$ cat config.mk
export PLATFORM = sky130hd
export DESIGN_NAME = stream_to_depend
export DESIGN_NICKNAME = d
export VERILOG_FILES = /design/src/rtl/batchflow_pkg.sv /design/src/rtl/stream_fifo.sv /design/src/rtl/stream_to_depend.sv
export SDC_FILE = /design/constraint.sdc
export NUM_CORES = 1
export LEC_CHECK = 0
export ABC_AREA = 1
export CAP_MARGIN = 20
export CORE_ASPECT_RATIO = 1.5
export CORE_UTILIZATION = 59
export DETAILED_ROUTE_END_ITERATION = 8
export GPL_TIMING_DRIVEN = 0
export PLACE_DENSITY_LB_ADDON = 0.05
export SLEW_MARGIN = 20
export SYNTH_ARGS = -nofsm -noshare
export SYNTH_HDL_FRONTEND = slang
export SYNTH_SLANG_ARGS = --single-unit
$ cat constraint.sdc
create_clock -name clk -period 6.25 [get_ports clk]
set_clock_uncertainty 0.05 [all_clocks]
set_input_delay 0.625 -clock clk [delete_from_list [all_inputs] [get_ports clk]]
set_output_delay 0.625 -clock clk [all_outputs]
set_load 0.02 [all_outputs]
$ cat src/rtl/batchflow_pkg.sv
// Shared types and sizing helpers for the batch stream / dependency-token block.
package batchflow_pkg;

    localparam int DATA_W_DEF = 32;

    typedef enum logic {
        ST_IDLE     = 1'b0,
        ST_IN_BATCH = 1'b1
    } batch_state_e;

    // Bits needed to hold a token count from 0 up to tok_max inclusive.
    function automatic int tok_cnt_w(input int tok_max);
        return (tok_max < 1) ? 1 : $clog2(tok_max + 1);
    endfunction

endpackage

$ cat src/rtl/stream_fifo.sv
// Generic FIFO with registered count; latency 1 cycle push-to-head (no bypass).
// Backpressure: push ignored when full, pop ignored when empty; caller gates with full/empty.
module stream_fifo #(
    parameter int W     = 33,
    parameter int DEPTH = 4
) (
    input  logic                     clk,
    input  logic                     rst_n,
    input  logic                     push_i,
    input  logic [W-1:0]             push_dat_i,
    input  logic                     pop_i,
    output logic [W-1:0]             head_dat_o,
    output logic                     full_o,
    output logic                     empty_o,
    output logic [$clog2(DEPTH):0]   count_o
);
    localparam int AW = $clog2(DEPTH);
    localparam logic [AW:0] FULL_CNT = (AW+1)'(DEPTH);

    logic [W-1:0]  mem_q [DEPTH];
    logic [AW-1:0] wr_ptr_q, rd_ptr_q;
    logic [AW:0]   count_q, count_d;
    logic          do_push, do_pop;

    assign full_o     = (count_q == FULL_CNT);
    assign empty_o    = (count_q == '0);
    assign do_push    = push_i && !full_o;
    assign do_pop     = pop_i && !empty_o;
    assign head_dat_o = mem_q[rd_ptr_q];
    assign count_o    = count_q;

    always_comb begin
        count_d = count_q;
        case ({do_push, do_pop})
            2'b10:   count_d = count_q + 1'b1;
            2'b01:   count_d = count_q - 1'b1;
            default: count_d = count_q;
        endcase
    end

    // DEPTH is a power of two, so the pointers wrap on their own.
    always_ff @(posedge clk or negedge rst_n) begin
        if (!rst_n) begin
            wr_ptr_q <= '0;
            rd_ptr_q <= '0;
            count_q  <= '0;
        end else begin
            if (do_push) wr_ptr_q <= wr_ptr_q + 1'b1;
            if (do_pop)  rd_ptr_q <= rd_ptr_q + 1'b1;
            count_q <= count_d;
        end
    end

    always_ff @(posedge clk) begin
        if (do_push) mem_q[wr_ptr_q] <= push_dat_i;
    end

endmodule

$ cat src/rtl/stream_to_depend.sv
// Buffers a batched stream and emits one dependency token per forwarded batch; latency >=1 cycle.
// Backpressure: s_ready registered from occupancy; batch-closing beats stall while the token counter is full.
module stream_to_depend
    import batchflow_pkg::*;
#(
    parameter int DATA_W  = DATA_W_DEF,
    parameter int DEPTH   = 4,
    parameter int TOK_MAX = 7
) (
    input  logic              clk,
    input  logic              rst_n,
    input  logic              s_valid,
    output logic              s_ready,
    input  logic [DATA_W-1:0] s_data,
    input  logic              s_last,
    output logic              m_valid,
    input  logic              m_ready,
    output logic [DATA_W-1:0] m_data,
    output logic              m_last,
    output logic              dep_valid,
    input  logic              dep_ready,
    output logic [15:0]       batch_cnt,
    output logic [15:0]       beat_cnt
);
    localparam int PW = tok_cnt_w(TOK_MAX);
    localparam int CW = $clog2(DEPTH) + 1;
    localparam logic [PW-1:0] TOK_LIM = PW'(TOK_MAX);
    localparam logic [CW-1:0] DEPTH_C = CW'(DEPTH);

    logic [DATA_W:0]  fifo_head;
    logic             fifo_full, fifo_empty;
    logic [CW-1:0]    fifo_count, count_nxt;

    logic             s_ready_q, s_ready_d;
    logic [PW-1:0]    pending_q, pending_d;
    logic [15:0]      batch_cnt_q, batch_cnt_d;
    logic [15:0]      beat_cnt_q, beat_cnt_d;
    batch_state_e     state_q, state_d;

    logic push, pop, head_last, last_xfer, beat_xfer, dep_take;

    assign push      = s_valid && s_ready_q && !fifo_full;
    assign head_last = fifo_head[DATA_W];
    assign m_valid   = !fifo_empty && !(head_last && (pending_q == TOK_LIM));
    assign pop       = m_valid && m_ready;
    assign last_xfer = pop && head_last;
    assign beat_xfer = pop && !head_last;
    assign dep_valid = (pending_q != '0);
    assign dep_take  = dep_valid && dep_ready;

    // Gate the head so the payload reads zero whenever nothing is buffered (including reset).
    assign m_data    = fifo_empty ? '0 : fifo_head[DATA_W-1:0];
    assign m_last    = !fifo_empty && head_last;
    assign s_ready   = s_ready_q;
    assign batch_cnt = batch_cnt_q;
    assign beat_cnt  = beat_cnt_q;

    stream_fifo #(
        .W     (DATA_W + 1),
        .DEPTH (DEPTH)
    ) u_fifo (
        .clk        (clk),
        .rst_n      (rst_n),
        .push_i     (push),
        .push_dat_i ({s_last, s_data}),
        .pop_i      (pop),
        .head_dat_o (fifo_head),
        .full_o     (fifo_full),
        .empty_o    (fifo_empty),
        .count_o    (fifo_count)
    );

    always_comb begin
        count_nxt = fifo_count;
        if (push && !pop)      count_nxt = fifo_count + 1'b1;
        else if (!push && pop) count_nxt = fifo_count - 1'b1;
        s_ready_d = (count_nxt < DEPTH_C);
    end

    // A closing transfer is only possible below TOK_MAX, so increment cannot overflow.
    always_comb begin
        pending_d = pending_q;
        case ({last_xfer, dep_take})
            2'b10:   pending_d = pending_q + 1'b1;
            2'b01:   pending_d = pending_q - 1'b1;
            default: pending_d = pending_q;
        endcase
    end

    always_ff @(posedge clk or negedge rst_n) begin
        if (!rst_n) state_q <= ST_IDLE;
        else        state_q <= state_d;
    end

    always_comb begin
        state_d = state_q;
        case (state_q)
            ST_IDLE:     if (beat_xfer) state_d = ST_IN_BATCH;
            ST_IN_BATCH: if (last_xfer) state_d = ST_IDLE;
            default:     state_d = ST_IDLE;
        endcase
    end

    always_comb begin
        batch_cnt_d = batch_cnt_q;
        beat_cnt_d  = beat_cnt_q;
        if (last_xfer) begin
            batch_cnt_d = batch_cnt_q + 16'd1;
            beat_cnt_d  = '0;
        end else if (beat_xfer) begin
            case (state_q)
                ST_IDLE:  beat_cnt_d = 16'd1;
                default:  beat_cnt_d = (beat_cnt_q == 16'hFFFF) ? 16'hFFFF : beat_cnt_q + 16'd1;
            endcase
        end
    end

    always_ff @(posedge clk or negedge rst_n) begin
        if (!rst_n) begin
            s_ready_q   <= 1'b0;
            pending_q   <= '0;
            batch_cnt_q <= '0;
            beat_cnt_q  <= '0;
        end else begin
            s_ready_q   <= s_ready_d;
            pending_q   <= pending_d;
            batch_cnt_q <= batch_cnt_d;
            beat_cnt_q  <= beat_cnt_d;
        end
    end

endmodule

==> flow_metrics.env <==
export IMPL_syn2layout_area_growth_pct=25.00
export IMPL_hold_ws_ns=0.1055
export IMPL_preCtsSetupSlack_ns=3.211
export IMPL_cellInternalPower_mw=2.783
export IMPL_drt_pre_antenna_iters=8
export IMPL_htree_num_levels=4
export IMPL_hold_viol_final=0
export IMPL_largest_net_degree_at_the_start_of_global_routing=26
export IMPL_post_dp_cell_area_sq_um=9171
export IMPL_post_route_min_period_ns=3.524
export IMPL_rsz0062_at_grt="no"
export IMPL_powerDensity_nw_per_um2=462.7
export IMPL_vias_per_std_cell=5.558
export IMPL_yosys_most_used_dff="sky130_fd_sc_hd__edfxtp_1"
export IMPL_grt_first_pass_wirelength_microns=28720
export IMPL_worst_ep_arrival_time_ns=2.85
export IMPL_globalRouteTotalUtil_pct=28.24
export IMPL_r2r_path_end="pending_q[2]"
export IMPL_die_x_microns=95.81
export IMPL_starting_utilization_of_the_core_area_pct=60.13
export IMPL_synth_cell_area_sq_um=7789
export IMPL_die_h_microns=142.7
export IMPL_syn_area_per_cell_sq_um=10.47
export IMPL_worstReg2RegStart="u_fifo.count_o[0]"
export IMPL_holdBufCountCts=0
export IMPL_ys_async_sr_fraction_pct=25.00
export IMPL_finalSetupTns_ns=0
export IMPL_top_level_pins=106
export IMPL_synth_top_cells_by_area="sky130_fd_sc_hd__edfxtp_1, sky130_fd_sc_hd__dfrtp_1, sky130_fd_sc_hd__nor2_1"
export IMPL_share_seq_of_total_power_pct=33.4
export IMPL_synthTopCellsByCount="sky130_fd_sc_hd__nor2_1, sky130_fd_sc_hd__edfxtp_1, sky130_fd_sc_hd__nand2_1, sky130_fd_sc_hd__o21ai_0"
export IMPL_vias=5797
export IMPL_ys_warn_count=0
export IMPL_final_period_utilization_pct=56.38
export IMPL_drcViolationCount=0
export IMPL_max_clock_path_buffers=2
export IMPL_postLayoutSetupSlackWorst_ns=2.726
export IMPL_route_detailed_wl_per_inst_microns=17.23
export IMPL_ir_worst_vdd_mv=0.3159
export IMPL_insertion_delay_ns=0.43
export IMPL_dpl_hpwl_microns=11890
export IMPL_finalNonFillerCells=1043
export IMPL_synth_cells=744
export IMPL_p_leak_nw=3.638
export IMPL_clkPwrFrac_pct=22.7
export IMPL_grt_ovfl_total=0
export IMPL_finalWeightedCongestion=0.8928
export IMPL_slew_limit_headroom_pct=55.95
export IMPL_syn_nets=794
export IMPL_netlist_area_leader_share_pct=50.89
export IMPL_seq_area_frac_synth_pct=65.03
export IMPL_synth_largest_area_cell="sky130_fd_sc_hd__edfxtp_1"
export IMPL_detail_route_antenna_nets=0
export IMPL_final_layout_size_suffix_gt1_share_pct=7.692
export IMPL_reg2reg_setup_slack_ns=3.68
export IMPL_cts_made_buffers=17
export IMPL_startpoint_type="register"
export IMPL_maxCapViolCount=0
export IMPL_tritoncts="yes"
export IMPL_timing_hold_worst_class="in2async"
export IMPL_worst_ep_required_time_ns=5.57
export IMPL_number_of_synthesized_register_bits=176
export IMPL_finalSetupViolations=0
export IMPL_clock_root_buffer="sky130_fd_sc_hd__clkbuf_16"
export IMPL_timing_worst_slew_pin_value_ns=0.6589
export IMPL_comb_power_share_pct=43.9
export IMPL_buffer_ports_inserted=105
export IMPL_crit_path_max_fanout=10
export IMPL_status="finished clean"
export IMPL_routed_wirelength_microns=17970
export IMPL_critPathCaptureType="output port"
export IMPL_yosys_cell_count_top_type="sky130_fd_sc_hd__nor2_1"
export IMPL_nFillCells=857
export IMPL_synth_edf_count=132
export IMPL_numClockSinks=176
export IMPL_timing_final_max_slew_violations=0
export IMPL_design_core_area_sq_um=12950
export IMPL_antennaDiodeCount=0
export IMPL_postCtsResizedCells=0
export IMPL_path_class="reg2out"
export IMPL_p_sw_mw=1.722
export IMPL_cts_repair_timing_setup_buffer_count=0
export IMPL_fmax_ghz=0.2838
export IMPL_power_share_switching_pct=38.22
export IMPL_place_detailed_instances=1013
export IMPL_drt_initial_drc_count=325
export IMPL_area_enclosed_by_the_die_boundary_sq_um=13670
export IMPL_number_of_antenna_violations_at_the_first_check_in_global_routing=0
export IMPL_path_clk_slew_ns=0.07
export IMPL_rows=51
export IMPL_worstRegToRegCells=12
export IMPL_synth_cell_types=31
export IMPL_num_nets_final=923
export IMPL_first_global_vias=5941
export IMPL_fin_area_sq_um=9736
## per-layer routing
metal	wire (microns)	track usage (%)	share of wire (%)	vias up
met5	0	0	0	-
li1	-	-	-	2776
met4	276	11.47	1.5	0
met3	1102	5.538	6.1	22
met2	9926	50.23	55	215
met1	6664	32.87	37	2784
## worst max-delay path, stage by stage (launching register included)
cell and delay [ns]:
sky130_fd_sc_hd__dfrtp_1 0.41, sky130_fd_sc_hd__inv_2 0.10, sky130_fd_sc_hd__clkbuf_1 0.38, sky130_fd_sc_hd__clkbuf_1 0.47, sky130_fd_sc_hd__o21ai_0 0.19, sky130_fd_sc_hd__a21oi_1 0.23
sky130_fd_sc_hd__clkdlybuf4s50_1 0.65
## how the worst max path moves through the flow
stage | startpoint | end | cells after the start
after global routing | u_fifo.rd_ptr_q[0] | m_data[29] | 6
after detailed placement | u_fifo.rd_ptr_q[0] | m_data[30] | 6
final | u_fifo.rd_ptr_q[0] | m_data[31] | 6
after floorplan | u_fifo.count_o[0] | u_fifo.mem_q[0][0] | 5
after CTS | u_fifo.rd_ptr_q[0] | m_data[29] | 6
after global placement | s_valid | u_fifo.mem_q[1][20] | 3
## state kept, by name, summed over array words and instances, names as in the netlist, named ones only
| name | flops |
|---|---|
| s_ready | 1 |
| batch_cnt | 16 |
| pending_q | 3 |
| u_fifo.count_o | 3 |
| beat_cnt | 16 |
| u_fifo.rd_ptr_q | 2 |
| u_fifo.wr_ptr_q | 2 |
| u_fifo.mem_q | 132 |
## logic make-up after synthesis
| logic type | Yosys count | share of synthesized area [%] |
|---|---|---|
| AND/OR/NAND/NOR | 320 | 17.19 |
| flip-flops | 176 | 65.03 |
| AO/OA/AOI/OAI | 133 | 8.755 |
| buffers and inverters | 80 | 4.418 |
| XOR/XNOR | 23 | 2.586 |
| adder cells (fa/ha/maj) | 12 | 2.024 |
## stage by stage
stage / util (%) / total power [mW]
after floorplan: - / 2.680
after global placement: 69.78 / 3.407
after detailed placement: 70.80 / 3.506
after CTS: 75.16 / 4.533
after global routing: 75.16 / 4.755
final: 75.16 / 4.505
## power by group through the flow
stage / sequential, mW / clock, mW / combinational [mW]
floorplan: 1.55 / 0 / 1.13
global placement: 1.53 / 0 / 1.88
detailed placement: 1.53 / 0 / 1.98
CTS: 1.51 / 1.03 / 1.99
global route: 1.52 / 1.08 / 2.15
finish: 1.51 / 1.02 / 1.98
## layout by cell type (no fill, tap or decap)
| master | synthesis | routed |
|---|---|---|
| sky130_fd_sc_hd__nand3_2 | 2 | 2 |
| sky130_fd_sc_hd__nand4_4 | 1 | 1 |
| sky130_fd_sc_hd__inv_4 | 1 | 1 |
| sky130_fd_sc_hd__buf_2 | 9 | 10 |
| sky130_fd_sc_hd__nor2_4 | 2 | 6 |
| sky130_fd_sc_hd__nand3_1 | 34 | 34 |
| sky130_fd_sc_hd__clkbuf_1 | 14 | 14 |
| sky130_fd_sc_hd__clkinvlp_4 | 0 | 6 |
| sky130_fd_sc_hd__inv_6 | 0 | 3 |
| sky130_fd_sc_hd__and2_1 | 1 | 1 |
| sky130_fd_sc_hd__nor2_1 | 155 | 151 |
| sky130_fd_sc_hd__nand2_1 | 104 | 104 |
| sky130_fd_sc_hd__ha_1 | 11 | 11 |
| sky130_fd_sc_hd__nor3_1 | 12 | 12 |
| sky130_fd_sc_hd__edfxtp_1 | 132 | 132 |
| sky130_fd_sc_hd__bufinv_16 | 0 | 2 |
| sky130_fd_sc_hd__buf_16 | 0 | 1 |
| sky130_fd_sc_hd__o21ai_0 | 79 | 79 |
| sky130_fd_sc_hd__nor3_2 | 1 | 1 |
| sky130_fd_sc_hd__buf_12 | 0 | 4 |
| sky130_fd_sc_hd__clkbuf_16 | 0 | 17 |
| sky130_fd_sc_hd__a21oi_1 | 34 | 34 |
| sky130_fd_sc_hd__buf_4 | 4 | 4 |
| sky130_fd_sc_hd__xor2_1 | 13 | 13 |
| sky130_fd_sc_hd__buf_6 | 2 | 2 |
| sky130_fd_sc_hd__nand4_1 | 5 | 5 |
| sky130_fd_sc_hd__clkinv_1 | 0 | 2 |
| sky130_fd_sc_hd__fa_1 | 1 | 1 |
| sky130_fd_sc_hd__xnor2_1 | 10 | 10 |
| sky130_fd_sc_hd__nor2_2 | 1 | 1 |
| sky130_fd_sc_hd__o211ai_4 | 1 | 1 |
| sky130_fd_sc_hd__nand3b_1 | 1 | 1 |
| sky130_fd_sc_hd__dfrtp_1 | 44 | 44 |
| sky130_fd_sc_hd__nand2_4 | 1 | 1 |
| sky130_fd_sc_hd__inv_2 | 5 | 5 |
| sky130_fd_sc_hd__buf_1 | 1 | 1 |
| sky130_fd_sc_hd__clkdlybuf4s50_1 | 0 | 104 |
| sky130_fd_sc_hd__inv_1 | 44 | 44 |
| sky130_fd_sc_hd__o21ai_1 | 19 | 19 |
## final cells by class
type	count	area, sq um	share of cell area, %
multi-input combinational	488	2410	24.75
inverter	50	190.2	1.953
sequential	176	5065	52.02
clock buffer	17	425.4	4.370
clock inverter	13	138.9	1.427
timing repair buffer	110	1154	11.85
buffer	30	153.9	1.581
tap	159	198.9	2.043
Power figures use the tool's default switching activity.
